### src/rtl/rv32_fetch_pkg.sv
// rtl/rv32_fetch_pkg.sv - shared types and constants for the RV32 fetch stage
package rv32_fetch_pkg;

  // Canonical RV32 NOP (addi x0, x0, 0), presented to decode when nothing is valid
  localparam logic [31:0] NOP_INSTR = 32'h0000_0013;

  // One fetched instruction together with the byte PC it came from
  typedef struct packed {
    logic [31:0] pc;
    logic [31:0] instr;
  } fetch_entry_t;

  // Fetch control states; HALT is only reachable with misaligned-redirect checking
  typedef enum logic {
    FETCH = 1'b0,
    HALT  = 1'b1
  } fetch_state_e;

endpackage

### src/rtl/fetch_queue.sv
// rtl/fetch_queue.sv - synchronous FIFO of fetch entries with flush and async reset
module fetch_queue
  import rv32_fetch_pkg::*;
#(
  parameter int DEPTH = 2
) (
  input  logic         clk,
  input  logic         rst,
  input  logic         push,
  input  logic         pop,
  input  logic         flush,
  input  fetch_entry_t wr_data,
  output fetch_entry_t rd_data,
  output logic         full,
  output logic         empty
);

  localparam int PW = (DEPTH > 1) ? $clog2(DEPTH) : 1;
  localparam logic [PW:0] DEPTH_CNT = (PW + 1)'(DEPTH);

  fetch_entry_t  mem_q [DEPTH];
  logic [PW-1:0] wr_ptr_q, wr_ptr_d;
  logic [PW-1:0] rd_ptr_q, rd_ptr_d;
  logic [PW:0]   count_q, count_d;
  logic          do_push, do_pop;

  assign full    = (count_q == DEPTH_CNT);
  assign empty   = (count_q == '0);
  // A pop frees the slot a same-cycle push needs, so push at full is legal with a pop
  assign do_pop  = pop && !empty && !flush;
  assign do_push = push && (!full || do_pop) && !flush;
  assign rd_data = mem_q[rd_ptr_q];

  // Pointer and occupancy next-state; flush discards everything
  always_comb begin
    wr_ptr_d = wr_ptr_q;
    rd_ptr_d = rd_ptr_q;
    count_d  = count_q;
    if (flush) begin
      wr_ptr_d = '0;
      rd_ptr_d = '0;
      count_d  = '0;
    end else begin
      if (do_push) wr_ptr_d = wr_ptr_q + PW'(1);
      if (do_pop)  rd_ptr_d = rd_ptr_q + PW'(1);
      case ({do_push, do_pop})
        2'b10:   count_d = count_q + (PW + 1)'(1);
        2'b01:   count_d = count_q - (PW + 1)'(1);
        default: count_d = count_q;
      endcase
    end
  end

  // Pointer and occupancy registers
  always_ff @(posedge clk or posedge rst) begin
    if (rst) begin
      wr_ptr_q <= '0;
      rd_ptr_q <= '0;
      count_q  <= '0;
    end else begin
      wr_ptr_q <= wr_ptr_d;
      rd_ptr_q <= rd_ptr_d;
      count_q  <= count_d;
    end
  end

  // Entry storage; contents are don't-care until the occupancy says otherwise
  always_ff @(posedge clk) begin
    if (do_push) mem_q[wr_ptr_q] <= wr_data;
  end

endmodule

### src/rtl/instruction_fetch.sv
// rtl/instruction_fetch.sv - RV32 fetch stage; FETCH_MISALIGN_CHECK_EN enables misaligned-redirect halt
module instruction_fetch
  import rv32_fetch_pkg::*;
#(
  parameter int          ADDR_WIDTH  = 5,
  parameter logic [31:0] RESET_PC    = 32'h0000_0000,
  parameter int          QUEUE_DEPTH = 2
) (
  input  logic                  clk,
  input  logic                  rst,
  output logic [ADDR_WIDTH-1:0] imem_addr,
  input  logic [31:0]           imem_rdata,
  input  logic                  redirect_valid,
  input  logic [31:0]           redirect_pc,
  output logic                  if_valid,
  input  logic                  if_ready,
  output logic [31:0]           if_instr,
  output logic [31:0]           if_pc,
  output logic                  misaligned_err
);

  logic [31:0]  pc_q, pc_d;
  logic [31:0]  target_pc;
  logic         fetch_en;
  logic         redirect_takes_pc;
  logic         q_push, q_pop, q_full, q_empty;
  fetch_entry_t q_wr, q_rd;

  // Word-align the target; the low bits only matter to the misalignment check
  assign target_pc = redirect_pc & 32'hFFFF_FFFC;

`ifdef FETCH_MISALIGN_CHECK_EN
  fetch_state_e state_q, state_d;
  logic         err_q, err_d;
  logic         redirect_aligned;

  assign redirect_aligned = (redirect_pc[1:0] == 2'b00);

  // Fetch state and sticky misalignment flag
  always_ff @(posedge clk or posedge rst) begin
    if (rst) begin
      state_q <= FETCH;
      err_q   <= 1'b0;
    end else begin
      state_q <= state_d;
      err_q   <= err_d;
    end
  end

  // Misaligned redirect halts fetch; only an aligned redirect resumes it
  always_comb begin
    state_d = state_q;
    err_d   = err_q;
    if (redirect_valid) begin
      if (redirect_aligned) begin
        state_d = FETCH;
        err_d   = 1'b0;
      end else begin
        state_d = HALT;
        err_d   = 1'b1;
      end
    end
  end

  assign fetch_en          = (state_q == FETCH);
  assign misaligned_err    = err_q;
  assign redirect_takes_pc = redirect_valid && redirect_aligned;
`else
  assign fetch_en          = 1'b1;
  assign misaligned_err    = 1'b0;
  assign redirect_takes_pc = redirect_valid;
`endif

  assign imem_addr = pc_q[ADDR_WIDTH+1:2];

  // A redirect cycle neither hands anything to decode nor captures anything
  assign if_valid = !q_empty && !redirect_valid;
  assign q_pop    = if_valid && if_ready;
  assign q_push   = !redirect_valid && fetch_en && (!q_full || q_pop);
  assign q_wr     = '{pc: pc_q, instr: imem_rdata};

  assign if_instr = if_valid ? q_rd.instr : NOP_INSTR;
  assign if_pc    = if_valid ? q_rd.pc    : 32'h0000_0000;

  // Next PC: redirect wins, otherwise advance one word per captured instruction
  always_comb begin
    pc_d = pc_q;
    if (redirect_takes_pc) begin
      pc_d = target_pc;
    end else if (q_push) begin
      pc_d = pc_q + 32'd4;
    end
  end

  // Program counter register
  always_ff @(posedge clk or posedge rst) begin
    if (rst) begin
      pc_q <= RESET_PC;
    end else begin
      pc_q <= pc_d;
    end
  end

  fetch_queue #(
    .DEPTH(QUEUE_DEPTH)
  ) u_fetch_queue (
    .clk    (clk),
    .rst    (rst),
    .push   (q_push),
    .pop    (q_pop),
    .flush  (redirect_valid),
    .wr_data(q_wr),
    .rd_data(q_rd),
    .full   (q_full),
    .empty  (q_empty)
  );

endmodule

### config.mk
export PLATFORM = sky130hd
export DESIGN_NAME = instruction_fetch
export DESIGN_NICKNAME = d
export VERILOG_FILES = /design/src/rtl/rv32_fetch_pkg.sv /design/src/rtl/fetch_queue.sv /design/src/rtl/instruction_fetch.sv
export SDC_FILE = /design/constraint.sdc
export NUM_CORES = 1
export LEC_CHECK = 0
export BUFFER_PORTS_ARGS = -buffer_cell sky130_fd_sc_hd__buf_4
export CAP_MARGIN = 20
export CORE_MARGIN = 5
export CORE_UTILIZATION = 49
export DETAILED_ROUTE_END_ITERATION = 7
export GPL_ROUTABILITY_DRIVEN = 0
export PLACE_DENSITY = 0.75
export SLEW_MARGIN = 20
export SYNTH_ARGS = -nofsm -noshare
export SYNTH_HDL_FRONTEND = slang
export SYNTH_SLANG_ARGS = --single-unit
### constraint.sdc
create_clock -name clk -period 6.25 [get_ports clk]
set_input_delay 0.625 -clock clk [delete_from_list [all_inputs] [get_ports clk]]
set_output_delay 0.625 -clock clk [all_outputs]
set_load 0.02 [all_outputs]
; Word-level counts from Yosys, hierarchy flattened
; Memories as Yosys holds them, arrays and structs flattened.
; Index checks and enable logic that the tools add are counted.
[word_totals]
in_bits = 68
ff_bits = 36
mem_count = 1
ram_bits = 128
[mem_list]
columns = memory, words, width, rd, rd_ports_with_merged_regs, write_ports, line
row1 = u_fetch_queue.mem_q, 2, 64, 1, 0, 1, fetch_queue.sv:21  ; fetch_entry_t mem_q [DEPTH];
[op_classes]
n_eq_ne = 3
muxes = 12
reduce_logical = 17
n_addsub = 5
[op_table]
columns = operator, n
row1 = $mux 32, 4
row2 = $add 32x3->32 const B, 1
row3 = $logic_and 1x1->1, 7
row4 = $mux 1, 6
row5 = $reduce_bool 2->1, 3
row6 = $eq 2x2->1 const B, 2
row7 = $pmux 2 s2, 1
row8 = $logic_not 1->1, 3
row9 = $reduce_bool 3->1, 1
row10 = $add 1x1->1 const B, 2
row11 = $add 2x1->2 const B, 1
row12 = $eq 2x1->1 const B, 1
row13 = $logic_not 2->1, 1
row14 = $logic_or 1x1->1, 2
row15 = $mux 2, 1
row16 = $sub 2x1->2 const B, 1

; Logic depth before layout (Yosys ltp)
; Gate-level depths: netlist of run 1.
[logic_depth]
word_depth = 12
mapped_depth = 8
ltp_nobuf = 7

; By module
; Synthesis of run 1 repeated with hierarchy kept, for this count alone.
[unflattened]
hier_cells = 536
hier_area_um2 = 7260.7
[modules_own_cells]
columns = module, area_each_um2, cells_per_inst, n_inst
row1 = fetch_queue, 4859.7, 229, 1
row2 = instruction_fetch, 2401.1, 307, 1

; Worst setup path after synthesis of run 1
; No wires, ideal clock.
[synth_path]
path_kind = input port to flip-flop
startpoint = input port redirect_valid
endpoint = memory u_fetch_queue.mem_q[0][0] in the netlist's numbering (enable)
path_stages = 3
setup_slack_ns = 0.058
n_path_buf = 2
arrival_ns = 5.618
cell_sequence = clkbuf_1 > clkbuf_1 > a211oi_1
[synth_via]
elab_chain_len = 10
word_cells_on_any_way = 12
[synth_rtl]
columns = element, line
row1 = "start, declared", instruction_fetch.sv:13  ; input logic redirect_valid,
row2 = $logic_not 1->1 *, n/a
row3 = $logic_and 1x1->1, instruction_fetch.sv:77  ; assign if_valid = !q_empty && !redirect_valid;
row4 = $logic_and 1x1->1, instruction_fetch.sv:78  ; assign q_pop = if_valid && if_ready;
row5 = $logic_and 1x1->1 (2 in a row), fetch_queue.sv:30  ; assign do_pop = pop && !empty && !flush;
row6 = $logic_or 1x1->1, fetch_queue.sv:31  ; assign do_push = push && (!full || do_pop) && !flush;
row7 = $logic_and 1x1->1, fetch_queue.sv:31
row8 = $logic_and 1x1->1 *, fetch_queue.sv:31
row9 = $mux 1 *, fetch_queue.sv:69  ; if (do_push) mem_q[wr_ptr_q] <= wr_data;
row10 = $mux 1 (implied by the code) *, fetch_queue.sv:69
row11 = "end, declared", fetch_queue.sv:21
; Mark *: on every way between the ends. The rest lies on a longest branch, timed or not.

; Worst setup path in the final report of run 1
[layout_path]
startpoint = input port redirect_valid
endpoint = output port if_instr[4]
[layout_via]
elab_chain_len = 3
[layout_rtl]
columns = element, line
row1 = $logic_not 1->1, instruction_fetch.sv:77
row2 = $logic_and 1x1->1, instruction_fetch.sv:77
row3 = $mux 32, instruction_fetch.sv:82  ; assign if_instr = if_valid ? q_rd.instr : NOP_INSTR;
row4 = "end, declared", instruction_fetch.sv:17  ; output logic [31:0] if_instr,
; Every way passes these cells.

==> qor.txt, run 1 <==
total of max-cap violations -> 0
final non-filler cell total -> 813
setup_tns -> 0 ns
die width -> 128 um
pin count of the biggest net entering global routing -> 69
Top Family by Delay on Critical Path -> buffers and inverters
Final Core Density -> 61.8%
Hold Crit Class -> input port to async pin
critical path cell sequence -> buf_4 -> or2_2 -> buf_4 -> inv_1 -> nand2_1 -> buf_4
post-synth top area cell -> edfxtp_1
layout cell share with drive strength beyond 1 -> 28.6%
element type at the critical path end -> primary output
sequential element share of the synthesized area -> 67.5%
remaining antenna violation count after routing -> 0
dpl cell area -> 7900 um2
initial antenna violation count -> 0
CP Max Fanout -> 68
Crit-path slowest cell -> buf_4
Fill cells -> 1064
top cells by area, synth -> edfxtp_1 55%, dfrtp_1 13%, mux2i_1 9.4%, nor2_1 3.8%, nand2_1 2.4%
cts bufs inserted -> 17
CTS tree -> yes
Total Wirelength -> 13.4 mm
Slew Limit Fails -> 0
Largest stage delay, worst path -> 0.50 ns
Antenna Cells -> 0
# H-tree levels -> 4
DRC -> 0
buffer and inverter count on the worst path -> 4
crit-path most repeated cell -> buf_4
die area -> 16300 um2
Adder-Cell Fraction of Synth Area -> 0.554%
first-pass detailed-route iteration total -> 4
I/O pin count -> 139
GR Overflow Total -> 0
GRT Total Usage -> 16.9%
RSZ-0062 raised after global routing -> no
Final min period -> 3.13 ns
Fin. Hold Viols -> 0
DR iter-0 viols -> 330
Clock Latency Late Sink -> 0.42 ns
Die H -> 128 um
Bufs on Longest Clock Path -> 2
Synth Register Bits -> 158
cell area after synthesis -> 6780 um2
Clock Skews -> 0.0128 ns
largest family of logic cells by synthesized area -> simple AND/OR/NAND/NOR gates
Crit Path Category -> input port to primary output
Unique masters post-synth -> 46
row cnt -> 43
post-DR wirelength/cell -> 16.5 um
outcome -> finished clean
Startpoint Class -> input port
Via-to-Cell Ratio -> 5.22
Worst VDD drop -> 0.216 mV
core area -> 13700 um2
Design Area, Final -> 8480 um2
initial core utilization -> 49.4%
area share of the largest cell type after synthesis -> 54.9%
XOR/XNOR Fraction of Synth Area -> 3.75%
f_max -> 0.320 GHz
mux share of post-synthesis cell area -> 9.78%
P per Cell Area -> 396 nW/um2
CTS root buf -> clkbuf_16
worst-margin pin slew -> 1.12 ns
via count -> 4240
YS warnings -> 0
Post-CTS Setup Inserts -> 0
post-DP HPWL -> 8.74 mm
IO Port Bufs -> 133
CTS resizes -> 0
post-synthesis simple-gate area fraction -> 11.8%
Mapped Cells -> 493
endpoints failing setup -> 0
first-pass GRT wire length -> 21.3 mm
Area Overhead vs Synth -> 25.1%
fin nets -> 691
worst path arrival time -> 2.50 ns
max_slew headroom -> 25.6%
vias in the first global route -> 4165
post-synthesis compound-gate area fraction -> 3.97%
final critical-path share of the clock period -> 50.0%
# clock sinks -> 158
Avg Cell Area, Syn -> 13.8 um2
Lkg Pwr -> 3.26 nW
Critical Path RT -> 5.62 ns
clock-pin slew on the worst setup and hold paths -> 0.06 ns
placed instance count -> 781
# hold bufs at CTS -> 0
-- worst register-to-register path, cell delays in order, from the launching register on --
cell      delay [ns]
dfrtp_1         0.36
inv_1           0.07
ha_1            0.23
nand2b_1        0.40
nand2_1         0.44
and3b_2         0.39
buf_4           0.63
-- cell type report --
type	instances	area, um2	share of cell area [%]
repair buffers	137	1030	12.1
inverters	6	22.5	0.266
flip-flops and latches	158	4580	54.0
clock buffers	23	458	5.40
multi-input cells	300	2050	24.2
clock inverters	9	120	1.42
well taps	180	225	2.66
-- metrics by stage --
step	worst slack [ns]	hold slack [ns]	power [mW]
final	3.12	0.305	3.36
after global routing	2.93	0.340	3.53
after CTS	3.11	0.303	3.40
after detailed placement	3.11	0.514	2.39
after global placement	3.15	0.497	2.37
after floorplan	0.0575	0.475	2.07
-- path summary, 6_finish.rpt --
path                                                        end  cells after the start                                 start  slack, ns
max in group asynchronous    u_fetch_queue.rd_ptr_q$_DFFE_PP0P_                      3                                   rst       5.60
min in group clk            u_fetch_queue.mem_q[1][1]$_DFFE_PP_                      1                         imem_rdata[1]       0.40
hold / removal             u_fetch_queue.count_q[1]$_DFFE_PP0P_                      3                                   rst       0.30
setup / recovery                                    if_instr[4]                      6                        redirect_valid       3.12
setup reg to reg            u_fetch_queue.mem_q[1][8]$_DFFE_PP_                      6  u_fetch_queue.count_q[0]$_DFFE_PP0P_       3.30
hold reg to reg            u_fetch_queue.mem_q[0][60]$_DFFE_PP_                      0                  pc_q[28]$_DFFE_PP0N_       0.52
-- cells in the final DEF (no fill, tap or decap), types with 4 or more instances in the layout --
cell type,synthesis,final
xor2_1,16,16
nand3_1,11,11
dfrtp_1,34,33
buf_4,8,137
clkbuf_1,15,5
and3_1,4,4
xnor2_1,13,13
o21ai_1,21,21
clkbuf_16,0,17
nor2_1,69,69
nand4_1,9,9
edfxtp_1,124,124
nand2_1,44,44
mux2i_1,64,64
inv_1,6,6
o21ai_0,6,6
-- cells by family after synthesis --
kind of cell,count (synthesis)
fa+ha+maj,3
mux,66
other cells,1
compound gates,39
buf+inv,37
xor+xnor,29
flops,158
simple gates,160
-- sequential cells by signal, indices dropped and copies added, names as in the netlist --
name                    cells
u_fetch_queue.rd_ptr_q      1
u_fetch_queue.count_q       2
pc_q                       30
u_fetch_queue.wr_ptr_q      1
u_fetch_queue.mem_q       124
-- metal layers --
layer  track usage [%]  wire length [um]  vias up  part of all wire, %
met5                 0                 0        -                    0
met2              27.2              6590      146                   49
met1              22.1              5760     2037                   43
met4              6.49               214        0                  1.6
met3              4.31               816       19                  6.1
li1                  -                 -     2038                    -
-- cells in the mapped netlist, drive strengths merged --
library cell	number
buf	16
a21oi	2
mux2	2
nor4	2
or3b	1
a31oi	1
nand2	44
conb	1
o21ai	27
nand4b	1
ha	3
a311oi	1
or2	2
a21o	1
nor3	5
o41a	1
and2	1
a211oi	3
nor2	69
dfrtp	34
nor2b	2
and4	3
a2111oi	2
clkbuf	15
xor2	16
mux2i	64
xnor2	13
nand3	12
and3	4
inv	6
edfxtp	124
and3b	1
nand4	11
nor4b	1
nand2b	1
a21boi	1
-- power breakdown --
part           internal (mW)  switching [mW]  leakage, nW
Sequential              1.36           0.157         1.58
Combinational          0.361           0.485         1.41
Clock                  0.633           0.367        0.282
Power figures use the tool's default switching activity.
==> run 2: changes to the inputs <==
- CORE_UTILIZATION: 49 -> 55
- PLACE_DENSITY: 0.75 -> 0.8
- clock period: 6.25 -> 3 ns (I/O delays scaled with it)
==> run 2 against run 1 <==
- sequential power rose by 110%
- utilization increased by 9.3 points
- critical path depth fell by 2
- power grew 110%
- routed wire length up 3.1%
- final cell count is 0.37% lower
- hold slack lost 0.27 ns
- sequential cell count stayed put
- clock skew decreased by 0.0057 ns
- largest cell class unchanged
==> qor.txt, run 2 (synthesized netlist as in run 1, its figures left out) <==
outcome -> finished clean
IO Port Bufs -> 133
clock-pin slew on the worst setup and hold paths -> 0.06 ns
Antenna Cells -> 0
vias in the first global route -> 4405
RSZ-0062 raised after global routing -> no
f_max -> 0.406 GHz
reg-to-reg startpoint -> u_fetch_queue.count_q[0]$_DFFE_PP0P_
CTS tree -> yes
max_slew headroom -> 48.3%
die area -> 14700 um2
DRC -> 0
element type at the critical path end -> primary output
Crit-path slowest cell -> dfrtp_4
biggest registers after layout -> u_fetch_queue.mem_q: 124 flops, pc_q: 30 flops, u_fetch_queue.count_q: 2 flops
most common cell after layout, fill and taps aside -> buf_4
remaining antenna violation count after routing -> 0
final critical-path share of the clock period -> 82.1%
# clock sinks -> 158
total of max-cap violations -> 0
Crit Path Category -> flip-flop to primary output
P per Cell Area -> 834 nW/um2
initial core utilization -> 56.2%
Critical Path RT -> 2.70 ns
Clock Latency Late Sink -> 0.41 ns
# hold bufs at CTS -> 0
core area -> 12100 um2
row cnt -> 40
cts bufs inserted -> 17
Final min period -> 2.46 ns
Area Overhead vs Synth -> 26.5%
CTS resizes -> 0
DR iter-0 viols -> 263
fin nets -> 700
first-pass GRT wire length -> 21.9 mm
post-DR wirelength/cell -> 17.0 um
Final Core Density -> 71.1%
post-DP HPWL -> 9.25 mm
via count -> 4259
Total Wirelength -> 13.8 mm
Fin. Hold Viols -> 0
worst path arrival time -> 2.16 ns
critical path cell sequence -> buf_4 -> mux2i_1 -> nor2_1 -> buf_4
Clock Skews -> 0.00713 ns
# H-tree levels -> 4
register with the most flip-flops -> u_fetch_queue.mem_q
Largest stage delay, worst path -> 0.89 ns
Startpoint Class -> flip-flop
Post-CTS Setup Inserts -> 0
CTS root buf -> clkbuf_16
Hold Crit Class -> input port to async pin
endpoints failing setup -> 0
initial antenna violation count -> 0
setup_tns -> 0 ns
Worst VDD drop -> 0.398 mV
worst setup path start -> u_fetch_queue.rd_ptr_q$_DFFE_PP0P_
GRT Total Usage -> 19.3%
Lkg Pwr -> 3.32 nW
pin count of the biggest net entering global routing -> 42
GR Overflow Total -> 0
Largest register FFs -> 124
crit-path most repeated cell -> buf_4
die width -> 121 um
Slew Limit Fails -> 0
I/O pin count -> 139
first-pass detailed-route iteration total -> 4
Via-to-Cell Ratio -> 5.26
layout cell share with drive strength beyond 1 -> 30.4%
CP Max Fanout -> 41
worst-margin pin slew -> 0.775 ns
Bufs on Longest Clock Path -> 2
commonest cells after routing, fill and taps aside -> 145 x buf_4, 124 x edfxtp_1, 69 x nor2_1, 64 x mux2i_1, 44 x nand2_1
Die H -> 121 um
==> run 2: critical path: cells and delay by family, from the launching register on <==
kind,cells,cell delay (ns)
buf+inv,2,0.53
mux,1,0.23
flops,1,0.89
simple gates,1,0.07
==> run 2: layout make-up <==
class / instances / area, um2
Sequential cell: 158 / 4580
Fill cell: 840 / 3480
Multi-Input combinational cell: 300 / 2060
Timing Repair Buffer: 146 / 1110
Clock buffer: 23 / 468
Tap cell: 168 / 210
Clock inverter: 9 / 135
Inverter: 6 / 22.5
==> run 2: metrics by stage <==
step	instance area, um2	cells	setup slack (ns)	hold slack, ns	power (mW)
detailed placement	7980	778	0.582	0.475	5.06
finish	8580	810	0.538	0.0360	7.15
floorplan	6820	495	0.0109	0.399	4.32
global route	8580	810	0.431	0.0502	7.47
CTS	8580	810	0.513	0.0325	7.22
global placement	7980	778	0.628	0.461	4.98
==> run 2: path summary, 6_finish.rpt <==
check / end / slack (ns) / cells past startpoint
worst max-delay path: if_instr[15] / 0.54 / 4
worst min-delay path: pc_q[23]$_DFFE_PP0N_ / 0.04 / 2
worst max register to register: u_fetch_queue.mem_q[1][41]$_DFFE_PP_ / 0.61 / 7
worst min register to register: u_fetch_queue.mem_q[0][57]$_DFFE_PP_ / 0.51 / 0
max in group asynchronous: pc_q[11]$_DFFE_PP0N_ / 2.23 / 3
min in group clk: u_fetch_queue.mem_q[1][28]$_DFFE_PP_ / 0.08 / 1
==> run 2: report_power, final <==
| group | internal [mW] | switching (mW) | total (mW) | leakage, nW |
|---|---|---|---|---|
| combinational | 0.798 | 1.09 | 1.89 | 1.46 |
| clock | 1.35 | 0.801 | 2.16 | 0.284 |
| sequential | 2.83 | 0.278 | 3.11 | 1.58 |
| total | 4.98 | 2.17 | 7.15 | 3.32 |
==> run 2: metal layers <==
layer	wire, um	vias to the layer above	part of all wire [%]	GRT usage [%]
met1	5730	2045	42	23.5
met5	0	-	0	0
met4	221	0	1.6	6.30
met2	7040	146	51	33.3
met3	799	20	5.8	5.45
li1	-	2048	-	-
